===== config.mk =====
export PLATFORM = sky130hd
export DESIGN_NAME = branch_predict_local_param
export DESIGN_NICKNAME = d
export VERILOG_FILES = /design/src/rtl/bp_pkg.sv /design/src/rtl/bp_pht_bank.sv /design/src/rtl/branch_predict_local_param.sv
export SDC_FILE = /design/constraint.sdc
export NUM_CORES = 1
export LEC_CHECK = 0
export BUFFER_PORTS_ARGS = -buffer_cell sky130_fd_sc_hd__buf_2
export CORE_MARGIN = 5
export CORE_UTILIZATION = 60
export CTS_BUF_LIST = sky130_fd_sc_hd__clkbuf_4 sky130_fd_sc_hd__clkbuf_8
export DETAILED_ROUTE_END_ITERATION = 10
export GPL_TIMING_DRIVEN = 0
export PLACE_DENSITY = 0.89
export SYNTH_ARGS = -nofsm -noshare
export SYNTH_HDL_FRONTEND = slang
export SYNTH_SLANG_ARGS = --single-unit

===== constraint.sdc =====
create_clock -name clk -period 6.71 [get_ports clk]
set_input_delay 1.342 -clock clk [delete_from_list [all_inputs] [get_ports clk]]
set_output_delay 1.342 -clock clk [all_outputs]
set_load 0.05 [all_outputs]

===== src/rtl/bp_pkg.sv =====
// bp_pkg: shared types and counter helpers for the local branch predictor.
// Counter helpers work on 32-bit values; callers size-cast to their counter width.
package bp_pkg;

    localparam int REC_IDX_W = 16;

    typedef struct packed {
        logic                 pred;
        logic [REC_IDX_W-1:0] p_idx;
        logic [REC_IDX_W-1:0] bht_idx;
    } bp_rec_t;

    // Weakly not-taken: one below the taken threshold.
    function automatic logic [31:0] CNT_RST(input int cnt_w);
        return (32'd1 << (cnt_w - 1)) - 32'd1;
    endfunction

    function automatic logic [31:0] sat_inc(input logic [31:0] v, input int cnt_w);
        logic [31:0] max_v;
        max_v = (32'd1 << cnt_w) - 32'd1;
        return (v >= max_v) ? max_v : v + 32'd1;
    endfunction

    function automatic logic [31:0] sat_dec(input logic [31:0] v);
        return (v == 32'd0) ? 32'd0 : v - 32'd1;
    endfunction

endpackage


===== src/rtl/bp_pht_bank.sv =====
// bp_pht_bank: pattern history table of saturating counters.
// One asynchronous read port and one synchronous read-modify-write update port.
module bp_pht_bank
    import bp_pkg::*;
#(
    parameter int IDX_W = 4,
    parameter int CNT_W = 2
) (
    input  logic             clk,
    input  logic             rst,
    input  logic [IDX_W-1:0] rd_idx_i,
    output logic [CNT_W-1:0] rd_cnt_o,
    input  logic             we_i,
    input  logic [IDX_W-1:0] wr_idx_i,
    input  logic             wr_taken_i
);

    localparam int DEPTH = 1 << IDX_W;
    localparam logic [CNT_W-1:0] RST_VAL = CNT_W'(CNT_RST(CNT_W));

    logic [CNT_W-1:0] cnt_q [DEPTH];
    logic [CNT_W-1:0] cnt_cur;
    logic [CNT_W-1:0] cnt_nxt;

    assign rd_cnt_o = cnt_q[rd_idx_i];
    assign cnt_cur  = cnt_q[wr_idx_i];
    assign cnt_nxt  = wr_taken_i ? CNT_W'(sat_inc(32'(cnt_cur), CNT_W))
                                 : CNT_W'(sat_dec(32'(cnt_cur)));

    always_ff @(posedge clk or negedge rst) begin
        if (!rst) begin
            for (int i = 0; i < DEPTH; i++) begin
                cnt_q[i] <= RST_VAL;
            end
        end else if (we_i) begin
            cnt_q[wr_idx_i] <= cnt_nxt;
        end
    end

endmodule


===== src/rtl/branch_predict_local_param.sv =====
// branch_predict_local_param: two-level local predictor, BHT histories index a PHT of counters.
// Define BP_STATS_EN to add saturating branch and mispredict counters.
module branch_predict_local_param
    import bp_pkg::*;
#(
    parameter int BHT_IDX_W = 4,
    parameter int HIST_W    = 4,
    parameter int CNT_W     = 2
) (
    input  logic        clk,
    input  logic        rst,
    input  logic        stallD,
    input  logic        flushD,
    input  logic        flushE,
    input  logic        flushM,
    input  logic [31:0] pcF,
    input  logic        branchD,
    input  logic        branchM,
    input  logic        actual_takeM,
    output logic        pred_takeD,
    output logic        pred_resM
`ifdef BP_STATS_EN
    ,
    output logic [31:0] stat_branches,
    output logic [31:0] stat_mispred
`endif
);

    localparam int BHT_DEPTH = 1 << BHT_IDX_W;

    logic [HIST_W-1:0]    bht_q [BHT_DEPTH];
    logic [BHT_IDX_W-1:0] bht_idxF;
    logic [HIST_W-1:0]    histF;
    logic [HIST_W-1:0]    p_idxF;
    logic [CNT_W-1:0]     cntF;
    bp_rec_t              recF;
    bp_rec_t              recD_d;
    bp_rec_t              recD_q;
    bp_rec_t              recE_q;
    bp_rec_t              recM_q;
    logic [HIST_W-1:0]    p_idxM;
    logic [BHT_IDX_W-1:0] bht_idxM;
    logic [HIST_W-1:0]    histM;
    logic                 unused_bits;

    assign bht_idxF = pcF[BHT_IDX_W+1:2];
    assign histF    = bht_q[bht_idxF];
    assign p_idxF   = histF ^ pcF[HIST_W+1:2];

    assign p_idxM   = recM_q.p_idx[HIST_W-1:0];
    assign bht_idxM = recM_q.bht_idx[BHT_IDX_W-1:0];
    assign histM    = bht_q[bht_idxM];

    assign unused_bits = ^{recM_q.p_idx, recM_q.bht_idx, pcF};

    bp_pht_bank #(
        .IDX_W (HIST_W),
        .CNT_W (CNT_W)
    ) u_pht (
        .clk        (clk),
        .rst        (rst),
        .rd_idx_i   (p_idxF),
        .rd_cnt_o   (cntF),
        .we_i       (branchM),
        .wr_idx_i   (p_idxM),
        .wr_taken_i (actual_takeM)
    );

    always_comb begin
        recF         = '0;
        recF.pred    = cntF[CNT_W-1];
        recF.p_idx   = REC_IDX_W'(p_idxF);
        recF.bht_idx = REC_IDX_W'(bht_idxF);
    end

    // Flush takes priority over stall on the F->D record.
    always_comb begin
        recD_d = recF;
        if (flushD) begin
            recD_d = '0;
        end else if (stallD) begin
            recD_d = recD_q;
        end
    end

    always_ff @(posedge clk or negedge rst) begin
        if (!rst) begin
            recD_q <= '0;
            recE_q <= '0;
            recM_q <= '0;
        end else begin
            recD_q <= recD_d;
            recE_q <= flushE ? '0 : recD_q;
            recM_q <= flushM ? '0 : recE_q;
        end
    end

    // History is only shifted at resolution, so fetch never sees speculative outcomes.
    always_ff @(posedge clk or negedge rst) begin
        if (!rst) begin
            for (int i = 0; i < BHT_DEPTH; i++) begin
                bht_q[i] <= '0;
            end
        end else if (branchM) begin
            bht_q[bht_idxM] <= {histM[HIST_W-2:0], actual_takeM};
        end
    end

    assign pred_takeD = branchD & recD_q.pred;
    assign pred_resM  = rst & branchM & (recM_q.pred != actual_takeM);

`ifdef BP_STATS_EN
    logic [31:0] stat_branches_q;
    logic [31:0] stat_mispred_q;

    always_ff @(posedge clk or negedge rst) begin
        if (!rst) begin
            stat_branches_q <= '0;
            stat_mispred_q  <= '0;
        end else begin
            if (branchM) begin
                stat_branches_q <= sat_inc(stat_branches_q, 32);
            end
            if (pred_resM) begin
                stat_mispred_q <= sat_inc(stat_mispred_q, 32);
            end
        end
    end

    assign stat_branches = stat_branches_q;
    assign stat_mispred  = stat_mispred_q;
`endif

endmodule


Word level (Yosys, flattened, before mapping)
Index checks and enable logic that the tools add are counted.
{"block": "word_totals", "reg_bits": 171, "out_inout_bits": 2, "wordCells": 88}
{"block": "op_classes", "n_addsub": 2, "magnitude_cmp": 7, "eq_ne": 2, "muxes": 25, "bitwise": 8, "reduce_logical": 3}
{"cell": "$mux 33", "n": 4}
{"cell": "$bwmux 64", "n": 1}
{"cell": "$bmux 4 s4", "n": 2}
{"cell": "$bwmux 32", "n": 1}
{"cell": "$ge 5x5->1 const B", "n": 4}
{"cell": "$not 4->5", "n": 4}
{"cell": "$bmux 2 s4", "n": 2}
{"cell": "$demux 4 s4", "n": 1}
{"cell": "$mux 2", "n": 8}
{"cell": "$mux 4", "n": 3}
{"cell": "$lt 5x1->1 const B", "n": 2}
{"cell": "$demux 2 s4", "n": 1}
{"cell": "$mux 3", "n": 2}
{"cell": "$xor 4x4->4", "n": 1}
{"cell": "$and 1x1->1", "n": 3}
{"cell": "$add 2x1->2 const B", "n": 1}
{"cell": "$ge 2x2->1 const B", "n": 1}
{"cell": "$logic_and 1x1->1", "n": 2}
{"cell": "$logic_not 2->1", "n": 1}
{"cell": "$ne 2x1->1 const B", "n": 1}
{"cell": "$sub 2x1->2 const B", "n": 1}
{"cell": "$ne 1x1->1", "n": 1}

Depth between registers and ports, before layout
Gate-level depths: netlist of run 1.
{"block": "depth", "ltp_word": 11, "ltp_mapped": 9, "depth_no_buf": 7}

Modules after synthesis
From an unflattened synthesis of run 1, not the netlist that was laid out.
{"block": "hier_totals", "cells_unflattened": 430, "area_unflattened_um2": 6226.0}
{"mod": "branch_predict_local_param", "instances": 1, "cells_each": 294, "area_each_um2": 4301.6}
{"mod": "bp_pht_bank", "instances": 1, "cells_each": 136, "area_each_um2": 1924.3}

Worst setup path after synthesis of run 1
OpenSTA, ideal clock, no wires.
{"block": "synth_timing", "path_type": "input-to-reg", "start": "in pcF[2]", "end": "reg recD_q[32] in the netlist's numbering", "arrival_ns": 3.596, "required_ns": 6.586, "path_slack_ns": 2.990, "cell_stages": 8, "cell_sequence": "buf_6 -> mux4_1 -> mux4_2 -> xnor2_4 -> mux2i_1 -> mux2_2 -> o22ai_1 -> a211o_2"}
{"block": "synth_via", "elab_chain_len": 11}
{"item": "from (decl)", "line_no": "branch_predict_local_param.sv:16", "source": "input logic [31:0] pcF,"}
{"item": "$not 4->5 (not written as such)", "line_no": "branch_predict_local_param.sv:47", "source": "assign histF = bht_q[bht_idxF];"}
{"item": "$bmux 4 s4", "line_no": "branch_predict_local_param.sv:47"}
{"item": "$mux 4 (not written as such) (2 in a row)", "line_no": "branch_predict_local_param.sv:47"}
{"item": "$xor 4x4->4 (*)", "line_no": "branch_predict_local_param.sv:48", "source": "assign p_idxF = histF ^ pcF[HIST_W+1:2];"}
{"item": "$not 4->5 (not written as such) (*)", "line_no": "bp_pht_bank.sv:25", "source": "assign rd_cnt_o = cnt_q[rd_idx_i];"}
{"item": "$bmux 2 s4 (*)", "line_no": "bp_pht_bank.sv:25"}
{"item": "$mux 2 (not written as such) (*) (2 in a row)", "line_no": "bp_pht_bank.sv:25"}
{"item": "$mux 33 (*)", "line_no": "branch_predict_local_param.sv:81", "source": "end else if (stallD) begin"}
{"item": "$mux 33 (*)", "line_no": "branch_predict_local_param.sv:79", "source": "if (flushD) begin"}
{"item": "to (signal assigned)", "line_no": "branch_predict_local_param.sv:92", "source": "recD_q <= recD_d;"}
{"item": "to (decl)", "line_no": "branch_predict_local_param.sv:38", "source": "bp_rec_t recD_q;"}
Every way passes the cells marked *; elsewhere a longest branch is shown, timed or not. The select of a mux whose other input is x is not followed.
A chain may end at the register's enable or synchronous reset.

Worst setup path after layout of run 1
{"block": "layout_timing", "start": "in rst", "end": "out pred_resM"}
{"block": "layout_via", "elab_chain_len": 2}
{"item": "from (decl)", "line_no": "branch_predict_local_param.sv:11", "source": "input logic rst,"}
{"item": "$and 1x1->1 (2 in a row)", "line_no": "branch_predict_local_param.sv:110", "source": "assign pred_resM = rst & branchM & (recM_q.pred != actual_takeM);"}
{"item": "to (decl)", "line_no": "branch_predict_local_param.sv:21", "source": "output logic pred_resM"}
No other way between the ends.

==> metrics.md, run 1 <==
| Metric | Value |
|---|---|
| Status | finished, final reports clean |
| RSZ-0062 raised after global routing | false |
| Fin worst setup slack | 2730 ps |
| Post-synthesis sequential element count | 123 |
| Net count after synthesis | 457 |
| Yosys top cell by area | dfrtp_1 |
| Leak pwr | 2.96 nW |
| Clock root buffer | clkbuf_8 |
| Asr flop ratio synth | 1.00 |
| Final period util | 0.594 |
| Peak VDD IR | 0.180 mV |
| Worst reg-to-reg setup slack | 3300 ps |
| Vias per cell | 6.30 |
| Port Buffer Count | 10 |
| Routed WL | 12900 um |
| Ys Warns | 0 |
| Largest net degree at the start of global routing | 74 |
| Hold endpoint | p_idxM[2]$_DFF_PN0_ |
| Hold Path Stages | 1 |
| EDFF count, synth | 0 |
| Crit path required time | 5370 ps |
| Most frequent cells after synthesis | 107 x dfrtp_1, 100 x mux2_2, 37 x mux4_2, 31 x nor2_1, 19 x nor2b_1 |
| Vias in the first global route | 3949 |
| Seq/Total Area, Yosys | 0.511 |
| Crit-path slowest cell | buf_6 |
| Post-synthesis cell count | 416 |
| Syn_area_per_cell | 14.6 um2 |
| Router iterations before antenna repair | 7 |
| CP Max Fanout | 73 |
| Initial Util | 0.618 |
| Largest delay share family, worst path | buffers and inverters |
| Setup CP Type | input pin to output pin |
| Hold Slack | 465 ps |
| Cell count after placement | 560 |
| Wire per inst | 21.9 um |
| Hold Vio Cnt, Final | 0 |
| Slew at the pin with the worst max-slew slack | 1010 ps |
| GRT Overall Usage | 0.224 |
| Nature of the critical path endpoint | output pin |
| Synth area leaders | dfrtp_1 44%, mux2_2 19%, mux4_2 14% |
| Fin util | 0.682 |
| Number of stages on the worst setup path | 4 |
| CTS Hold Bufs | 0 |
| Clock Skews | 12.3 ps |
| H-tree depth | 4 |
| Post-DP HPWL | 9110 um |
| FF-to-FF Start | bht_idxM[0]$_DFF_PN0_ |
| Hold/Removal Path Class | register to register |
| Slowest stage delay, CP | 370 ps |
| Initial DRC count | 317 |
| Crit path cell chain | buf_6 > buf_16 > and3_1 > buf_2 |
| PwrDens | 272 mW/mm2 |
| Ports | 43 |
| Die area | 0.0122 mm2 |
| Post-synth cell types | 34 |
| Routed vias | 3729 |
| First-pass GRT wire length | 21300 um |
| DP Area | 0.00632 mm2 |
| Num Clock Sinks | 123 |
| Post-route ant nets | 0 |
| Post-route cell area | 0.00670 mm2 |
| CTS tree | done |
| Setup Buffers After CTS | 0 |
| Placeable Area | 0.00982 mm2 |
| Clock transition at path regs | 70 ps |
| Area growth, synth to finish | 10.4% |
| Slew HR | 0.323 |
| Rows | 36 |
| Crit path arrival time | 2640 ps |
| Max-slew violations | 0 |
| Initial antenna violation count | 0 |
| DIE WIDTH | 111 um |
| Max Cap Viol | 0 |
| Hold Path Origin | recE_q[18]$_DFF_PN0_ |
| Gates resized, CTS repair | 0 |
| Clk buf depth | 2 |
| Die height | 111 um |
| Final GP Congestion | 0.897 |
| Post-synth top flop | dfrtp_1 |
| DRC viols | 0 |
| CTS buffer count | 17 |
| FF-to-FF path depth | 6 |
| Setup-failing EPs final | 0 |
| Nets@finish | 487 |
| Mapped cell area | 0.00607 mm2 |
| Total power | 1.82 mW |
| Startpoint Class | input pin |
| Layout cells sized above 1 | 0.438 |
| Max Freq | 0.251 GHz |
| Insertion delay to the later sink of the worst-skew pair | 450 ps |
| Cell with the most instances after synthesis | dfrtp_1 |
| CP bufs+invs | 3 |
| Fin Setup TNS | 0 ps |
| Gr ovfl total | 0 |
| Antenna diodes | 0 |
| Fin crit period | 3980 ps |
| RR Endpoint | bht_q[46]$_DFFE_PN0P_ |
| Fin cells | 592 |
| Pre-CTS setup slack | 2620 ps |
| Yosys top cell area share | 0.441 |
worst max path at each step:
stage	from	endpoint	slack, ps
global route	rst	pred_resM	2590
detailed placement	pcF[2]	recD_q[32]$_DFFE_PN0P_	2620
floorplan	pcF[2]	recD_q[32]$_DFFE_PN0P_	2990
CTS	rst	pred_resM	2710
finish	rst	pred_resM	2730
global placement	rst	pred_resM	1380
layer usage:
metal,share of wire,wire length (um),track usage
met5,0,0,0
met4,0.033,421,0.0952
met3,0.056,725,0.0553
met2,0.52,6690,0.372
met1,0.39,5110,0.282
worst register-to-register path: stages (launching register included):
cell      delay, ps
dfrtp_1         340
clkbuf_1        540
buf_1           630
mux4_2          600
mux4_2          570
clkbuf_1        260
mux2_2          350
state kept, by name (all words and copies together), names as in the netlist:
name,count
recD_q,9
recE_q,9
u_pht.cnt_q,32
recM_q,1
bht_q,64
bht_idxM,4
p_idxM,4
cells by family after synthesis:
| group | share of synthesized area |
|---|---|
| buffers and inverters | 0.0196 |
| flip-flops | 0.511 |
| multiplexers | 0.370 |
| adder cells (fa/ha/maj) | 0.00330 |
| AO/OA/AOI/OAI | 0.0128 |
| XOR/XNOR | 0.00598 |
| AND/OR/NAND/NOR | 0.0775 |
area by class of cell:
type,count,area (um2)
flip-flops and latches,123,3100
multi-input cells,264,2850
fillers,666,3120
plain buffers,26,108
clock buffers,19,262
well taps,133,166
clock inverters,13,119
inverters,3,11.3
repair buffers,11,83.8
cells in the final DEF, fill, tap and decap left out, types with 11 or more instances in the layout:
master	Yosys	final
mux4_2	37	37
clkbuf_1	18	18
clkbuf_8	0	19
dfstp_2	16	16
dfrtp_1	107	107
nor2b_1	19	19
nor2_1	31	31
nand2_1	11	11
mux2i_1	13	13
buf_2	2	11
mux2_2	100	100
power by group:
part           total [mW]  internal [mW]  switching [mW]  leakage (nW)
Clock               0.618          0.313           0.305         0.184
Sequential          0.875          0.829          0.0470          1.62
Combinational       0.329          0.168           0.161          1.16
No activity file was read; power rests on OpenSTA's default activity.
==> run 2: changes to the inputs <==
ABC_AREA = 1   (was unset)
clock period = 3.9 ns   (was 6.71 ns; I/O delays follow)
==> run 2 against run 1 <==
Synthesized area is essentially flat. Routed wire length grew 34%. Sequential cell count is the same. Sequential share of layout area shrank 0.21 points. Total power grew 81%. Critical path type is now register to register. Highest routed layer unchanged.
==> metrics.md, run 2 <==
| Metric | Value |
|---|---|
| Status | finished, final reports clean |
| Startpoint Class | register |
| Fin util | 0.685 (+0.00319) |
| Simple logic cell fraction of the synthesized area | 0.217 (+0.139) |
| Antenna diodes | 0 (unchanged) |
| Yosys top cell area share | 0.441 (about the same) |
| Post-synth cell types | 33 (-2.9%) |
| Die height | 111 um (about the same) |
| Largest net degree at the start of global routing | 65 (-12%) |
| Slew HR | 0.518 (+0.194) |
| CP bufs+invs | 2 (-1) |
| Hold Slack | 301 ps (-164 ps) |
| Crit path arrival time | 3080 ps (+440 ps) |
| Number of flip-flops in the largest register | 64 (unchanged) |
| Wire per inst | 18.5 um (-15%) |
| Max Freq | 0.360 GHz |
| Crit path required time | 4200 ps (-1170 ps) |
| First-pass GRT wire length | 28300 um (+33%) |
| Yosys top cell by area | dfrtp_1 |
| PwrDens | 490 mW/mm2 (+80%) |
| Leak pwr | 3.09 nW (+4.5%) |
| Main combinational cell family by area after synthesis | simple AND/OR/NAND/NOR gates |
| FF-to-FF path depth | 7 (+1) |
| Routed WL | 17300 um (+34%) |
| Hold Vio Cnt, Final | 0 (unchanged) |
| CTS tree | done |
| Placeable Area | 0.00982 mm2 (unchanged) |
| CP Max Fanout | 10 (-86%) |
| EDFF count, synth | 0 (unchanged) |
| Worst reg-to-reg setup slack | 1120 ps (-2180 ps) |
| Mux contribution to synthesized area | 0.00247 (-0.368) |
| Die area | 0.0122 mm2 (about the same) |
| Setup Buffers After CTS | 0 (unchanged) |
| Insertion delay to the later sink of the worst-skew pair | 450 ps (about the same) |
| Clk buf depth | 2 (unchanged) |
| Area growth, synth to finish | 10.8% |
| Mapped cell area | 0.00607 mm2 (about the same) |
| Most used cell, CP | o21ai_0 |
| Post-synthesis cell count | 759 (+82%) |
| H-tree depth | 4 (unchanged) |
| Max-slew violations | 0 (unchanged) |
| Slew at the pin with the worst max-slew slack | 724 ps (-282 ps) |
| Rows | 36 (unchanged) |
| Adder-Cell Fraction of Synth Area | 0 (-0.00330) |
| Peak VDD IR | 0.327 mV (+82%) |
| Initial DRC count | 650 (+110%) |
| Layout cells sized above 1 | 0.121 (-0.317) |
| FF-to-FF Start | bht_idxM[1]$_DFF_PN0_ |
| Crit path cell chain | nand2_1 > clkbuf_1 > o22ai_1 > o21ai_0 > nand4_1 > inv_1 > o21ai_0 |
| Commonest non-fill, non-tap cell in the layout | nand2_1 |
| Post-synth top flop | dfrtp_1 |
| Net count after synthesis | 800 (+75%) |
| Syn_area_per_cell | 8.00 um2 (-45%) |
| Port Buffer Count | 12 (+2) |
| Setup-failing EPs final | 0 (unchanged) |
| Most frequent cells in the layout | 147 x nand2_1, 111 x o21ai_0, 107 x dfrtp_1 |
| CTS Hold Bufs | 0 (unchanged) |
| Post-route ant nets | 0 (unchanged) |
| CTS buffer count | 17 (unchanged) |
| Router iterations before antenna repair | 5 (-2) |
| Most frequent cells after synthesis | 147 x nand2_1, 111 x o21ai_0, 107 x dfrtp_1, 105 x inv_1, 86 x nor2_1 |
| Crit-path slowest cell | nand4_1 |
| Post-route cell area | 0.00673 mm2 (+0.47%) |
| Final GP Congestion | 1.02 (+13%) |
| Initial Util | 0.618 (about the same) |
| DIE WIDTH | 111 um (about the same) |
| Cell with the most instances after synthesis | nand2_1 |
| Fin crit period | 2780 ps |
| Setup CP Type | register to register |
| RSZ-0062 raised after global routing | false |
| Nets@finish | 832 (+71%) |
| XOR/XNOR share of the synthesized area | 0 (-0.00598) |
| Ports | 43 (unchanged) |
| Post-synthesis sequential element count | 123 (unchanged) |
| Slowest stage delay, CP | 530 ps (+160 ps) |
| Num Clock Sinks | 123 (unchanged) |
| Clock transition at path regs | 80 ps (about the same) |
| Clock root buffer | clkbuf_8 |
| Vias in the first global route | 5465 (+38%) |
| Initial antenna violation count | 0 (unchanged) |
| Gates resized, CTS repair | 0 (unchanged) |
| Ys Warns | 0 (unchanged) |
| Clock Skews | 15.5 ps (+3.28 ps) |
| Gr ovfl total | 0 (unchanged) |
| Nature of the critical path endpoint | register |
| Routed vias | 5678 (+52%) |
| GRT Overall Usage | 0.290 (+0.0659) |
| Biggest register | bht_q |
| Seq/Total Area, Yosys | 0.510 (about the same) |
| Registers with the most flip-flops | bht_q (64), u_pht.cnt_q (32) |
| Largest delay share family, worst path | buffers and inverters |
| Asr flop ratio synth | 1.00 (unchanged) |
| Max Cap Viol | 0 (unchanged) |
| Vias per cell | 6.06 (-3.8%) |
| Final period util | 0.713 |
| Hold/Removal Path Class | input pin to asynchronous set/reset pin |
| Post-DP HPWL | 12200 um (+34%) |
| DRC viols | 0 (unchanged) |
| Compound-Gate Fraction of Synth Area | 0.189 (+0.176) |
| Fill count | 832 (+25%) |
| DP Area | 0.00633 mm2 (+0.22%) |
| Synth area leaders | dfrtp_1 44%, o21ai_0 9.1%, nand2_1 9.1% |
| RR Endpoint | bht_q[61]$_DFFE_PN0P_ |
-- run 2: area by class of cell --
type,count,area [um2],area share
inverter,109,409,0.0608
clock buffer,23,310,0.0461
timing repair buffer,13,93.8,0.0139
clock inverter,9,87.6,0.0130
buffer,16,88.8,0.0132
multi-input combinational,511,2480,0.368
tap,133,166,0.0247
sequential,123,3100,0.460
-- run 2: report_power, final --
part           total, mW  leakage, nW  internal [mW]  switching (mW)
combinational      0.641         1.38          0.209           0.432
sequential          1.53         1.51           1.44          0.0897
clock               1.12        0.194          0.595           0.528
total               3.29         3.09           2.24            1.05
-- run 2: kinds of logic (layout without fill, tap and decap cells) --
logic type / after synthesis / after routing
AO/OA/AOI/OAI: 197 / 197
AND/OR/NAND/NOR: 313 / 313
flip-flops: 123 / 123
buffers and inverters: 125 / 170
multiplexers: 1 / 1
-- run 2: routing by layer --
layer	global-route usage	wire length, um	vias to the layer above
met2	0.443	7940	339
met5	0	0	-
li1	-	-	2569
met4	0.114	522	0
met3	0.0684	1760	57
met1	0.402	7090	2713
-- run 2: how the worst max path moves through the flow --
stage | slack (ps) | start | cells past startpoint | to
floorplan | 1380 | actual_takeM | 2 | pred_resM
global placement | -360 | rst | 4 | pred_resM
detailed placement | 1110 | pcF[3] | 12 | recD_q[32]$_DFFE_PN0P_
CTS | 1240 | rst | 4 | pred_resM
global route | 1080 | bht_idxM[1]$_DFF_PN0_ | 7 | bht_q[61]$_DFFE_PN0P_
finish | 1120 | bht_idxM[1]$_DFF_PN0_ | 7 | bht_q[61]$_DFFE_PN0P_
-- run 2: stage by stage --
stage / power [mW] / instances / setup WS [ps] / setup TNS [ps]
6_report: 3.29 / 937 / 1120 / 0
5_1_grt: 3.43 / 937 / 1080 / 0
4_1_cts: 3.27 / 937 / 1240 / 0
3_5_place_dp: 2.17 / 905 / 1110 / 0
3_3_place_gp: 2.13 / 904 / -364 / -364
2_1_floorplan: 1.96 / 759 / 1380 / 0
==> run 3: changes to the inputs <==
ABC_AREA = 0   (was 1)
CORE_UTILIZATION = 57   (was 60)
clock period = 2.4 ns   (was 3.9 ns; I/O delays follow)
==> run 3 against run 2 <==
The run now ends with negative setup slack left. Global-route usage decreased by 5.7 points. Clock skew decreased by 4.4 ps. Sequential share of layout area decreased by 2.2 points. Routed wire length decreased by 17%. Critical path depth increased by 1. Final cell count decreased by 36%. Critical endpoint is now recD_q[32]$_DFFE_PN0P_.
==> metrics.md, run 3 (synthesized netlist as in run 1, its figures left out) <==
| Metric | Value |
|---|---|
| Clock transition at path regs | 70 ps (about the same) |
| PwrDens | 806 mW/mm2 (+65%) |
| Slew at the pin with the worst max-slew slack | 1010 ps (+287 ps) |
| Area growth, synth to finish | 16.5% |
| Setup-failing EPs final | 63 (+63) |
| Startpoint Class | register |
| Post-DP HPWL | 9060 um (-26%) |
| Max Cap Viol | 0 (unchanged) |
| Clock root buffer | clkbuf_8 |
| Initial Util | 0.585 (-0.0332) |
| Status | finished with violations |
| Pre-CTS setup slack | -763 ps (-1880 ps) |
| Ports | 43 (unchanged) |
| Num Clock Sinks | 123 (unchanged) |
| Placeable Area | 0.0104 mm2 (+5.6%) |
| Final period util | 1.14 (+0.424) |
| DRC viols | 0 (unchanged) |
| Cell count after placement | 563 (-38%) |
| Largest net degree at the start of global routing | 75 (+15%) |
| Routing usage on met3 | 0.0711 (+0.00274) |
| CTS tree | done |
| Die area | 0.0128 mm2 (+4.7%) |
| Multi-input logic area | 0.00297 mm2 (+20%) |
| Die height | 113 um (+2.3%) |
| GR peak layer | met2 |
| Post-route ant nets | 0 (unchanged) |
| Clock Skews | 11.1 ps (-4.43 ps) |
| Number of flip-flops in the largest register | 64 (unchanged) |
| Biggest register | bht_q |
| RSZ-0062 raised after global routing | true |
| Clk buf depth | 2 (unchanged) |
| GRT Overall Usage | 0.233 (-0.0567) |
| Hold Slack | 72.3 ps (-229 ps) |
| CP Max Fanout | 7 (-3) |
| Nature of the critical path endpoint | register |
| Vias per cell | 6.53 (+7.8%) |
| Antenna diodes | 0 (unchanged) |
| Gr ovfl total | 0 (unchanged) |
| Max-slew violations | 0 (unchanged) |
| Violated checks | negative setup slack |
| Final GP Congestion | 0.864 (-15%) |
| H-tree depth | 4 (unchanged) |
| Layout cells sized above 1 | 0.490 (+0.370) |
| Hold/Removal Path Class | input pin to asynchronous set/reset pin |
| Fin worst setup slack | -327 ps (-1450 ps) |
| Port Buffer Count | 10 (-2) |
| Most frequent cells in the layout | 107 x dfrtp_1, 78 x mux2_2, 40 x mux4_2 |
| Leak pwr | 3.13 nW (+1.3%) |
| Max Freq | 0.367 GHz (+1.9%) |
| Commonest non-fill, non-tap cell in the layout | dfrtp_1 |
| Fin crit period | 2730 ps (-52.3 ps) |
| Nets@finish | 496 (-40%) |
| Peak VDD IR | 0.641 mV (+96%) |
| Initial DRC count | 373 (-43%) |
| Initial antenna violation count | 0 (unchanged) |
| FF+latch area | 0.00310 mm2 (unchanged) |
| Setup CP Type | register to register |
| Vias in the first global route | 4164 (-24%) |
| Met1 usage | 0.276 (-0.125) |
| Met2 usage | 0.391 (-0.0528) |
| Rows | 37 (+2.8%) |
| DIE WIDTH | 113 um (+2.3%) |
| Router iterations before antenna repair | 5 (unchanged) |
| Hold Vio Cnt, Final | 0 (unchanged) |
| Crit path arrival time | 3060 ps (-20 ps) |
| First-pass GRT wire length | 22600 um (-20%) |
| CTS buffer count | 17 (unchanged) |
| Crit path required time | 2730 ps (-1470 ps) |
| Fill count | 685 (-18%) |
| Slew HR | 0.320 (-0.197) |
| Wire per inst | 23.8 um (+29%) |
| Fin cells | 603 (-36%) |
| Registers with the most flip-flops | bht_q (64), u_pht.cnt_q (32) |
| Routed vias | 3940 (-31%) |
| Insertion delay to the later sink of the worst-skew pair | 440 ps (about the same) |
| Routed WL | 14400 um (-17%) |
run 3: changes by cell type in the layout (fill, tap and decap cells not counted), moves of 18 or more:
cell | before | now
nor2_1 | 86 | 31
mux2_2 | 0 | 78
nand3_1 | 63 | 3
o21ai_0 | 111 | 2
a21oi_1 | 21 | 3
mux4_2 | 0 | 40
nor2b_1 | 0 | 19
nand2_1 | 147 | 11
mux2_4 | 1 | 22
o22ai_1 | 20 | 0
inv_1 | 105 | 3
run 3: where the power goes:
| part | internal [mW] | total [mW] | leakage, nW | switching [mW] |
|---|---|---|---|---|
| sequential | 2.32 | 2.46 | 1.62 | 0.143 |
| clock | 1.33 | 2.12 | 0.242 | 0.790 |
| combinational | 0.600 | 1.12 | 1.27 | 0.519 |
| total | 4.25 | 5.70 | 3.13 | 1.45 |
run 3: critical path, cell delays in order, from the launching register on:
cell	delay (ps)
dfrtp_1	400
mux4_2	490
mux4_2	530
xnor2_4	250
buf_12	170
mux2i_1	220
mux2_2	200
o22ai_2	90
a211o_2	260
run 3: timing repair:
item / CTS / global route
hold buffers: 1 / 0
gates cloned: 1 / 0
buffers inserted: 8 / 0
setup endpoints to repair: 91 / 73
pin swaps: 3 / 2
resized for setup: 22 / 17
endpoints found under the hold margin: 35 / 0
run 3: final timing paths:
check	cells past startpoint	slack, ps	endpoint	start
max in group asynchronous	2	1940	bht_q[25]$_DFFE_PN0P_	rst
min in group clk	2	320	recE_q[1]$_DFF_PN0_	flushE
worst max register to register	8	-330	recD_q[32]$_DFFE_PN0P_	bht_q[8]$_DFFE_PN0P_
worst max-delay path	8	-330	recD_q[32]$_DFFE_PN0P_	bht_q[8]$_DFFE_PN0P_
worst min-delay path	1	70	u_pht.cnt_q[28]$_DFFE_PN1P_	rst
worst min register to register	1	460	p_idxM[1]$_DFF_PN0_	recE_q[17]$_DFF_PN0_
run 3: metrics by stage:
stage	instance area, um2	util	power, mW	setup TNS, ps
after floorplan	6110	-	3.14	-645
after global placement	6330	0.610	3.36	-82590
after detailed placement	6360	0.614	3.43	-31520
after CTS	7010	0.676	5.66	-7870
after global routing	7070	0.682	5.92	-13450
final	7070	0.682	5.70	-10780
run 3: metal layers:
metal  vias to the layer above  share of wire
li1                       1615              -
met1                      2058           0.37
met2                       211           0.52
met3                        56          0.067
met4                         0          0.038
met5                         -              0
run 3: final cells by class:
type | instances | share of cell area
Clock buffer | 25 | 0.0478
Inverter | 3 | 0.00159
Sequential cell | 123 | 0.438
Multi-Input combinational cell | 264 | 0.420
Clock inverter | 6 | 0.0184
Tap cell | 136 | 0.0241
Buffer | 25 | 0.0221
Timing Repair Buffer | 21 | 0.0281
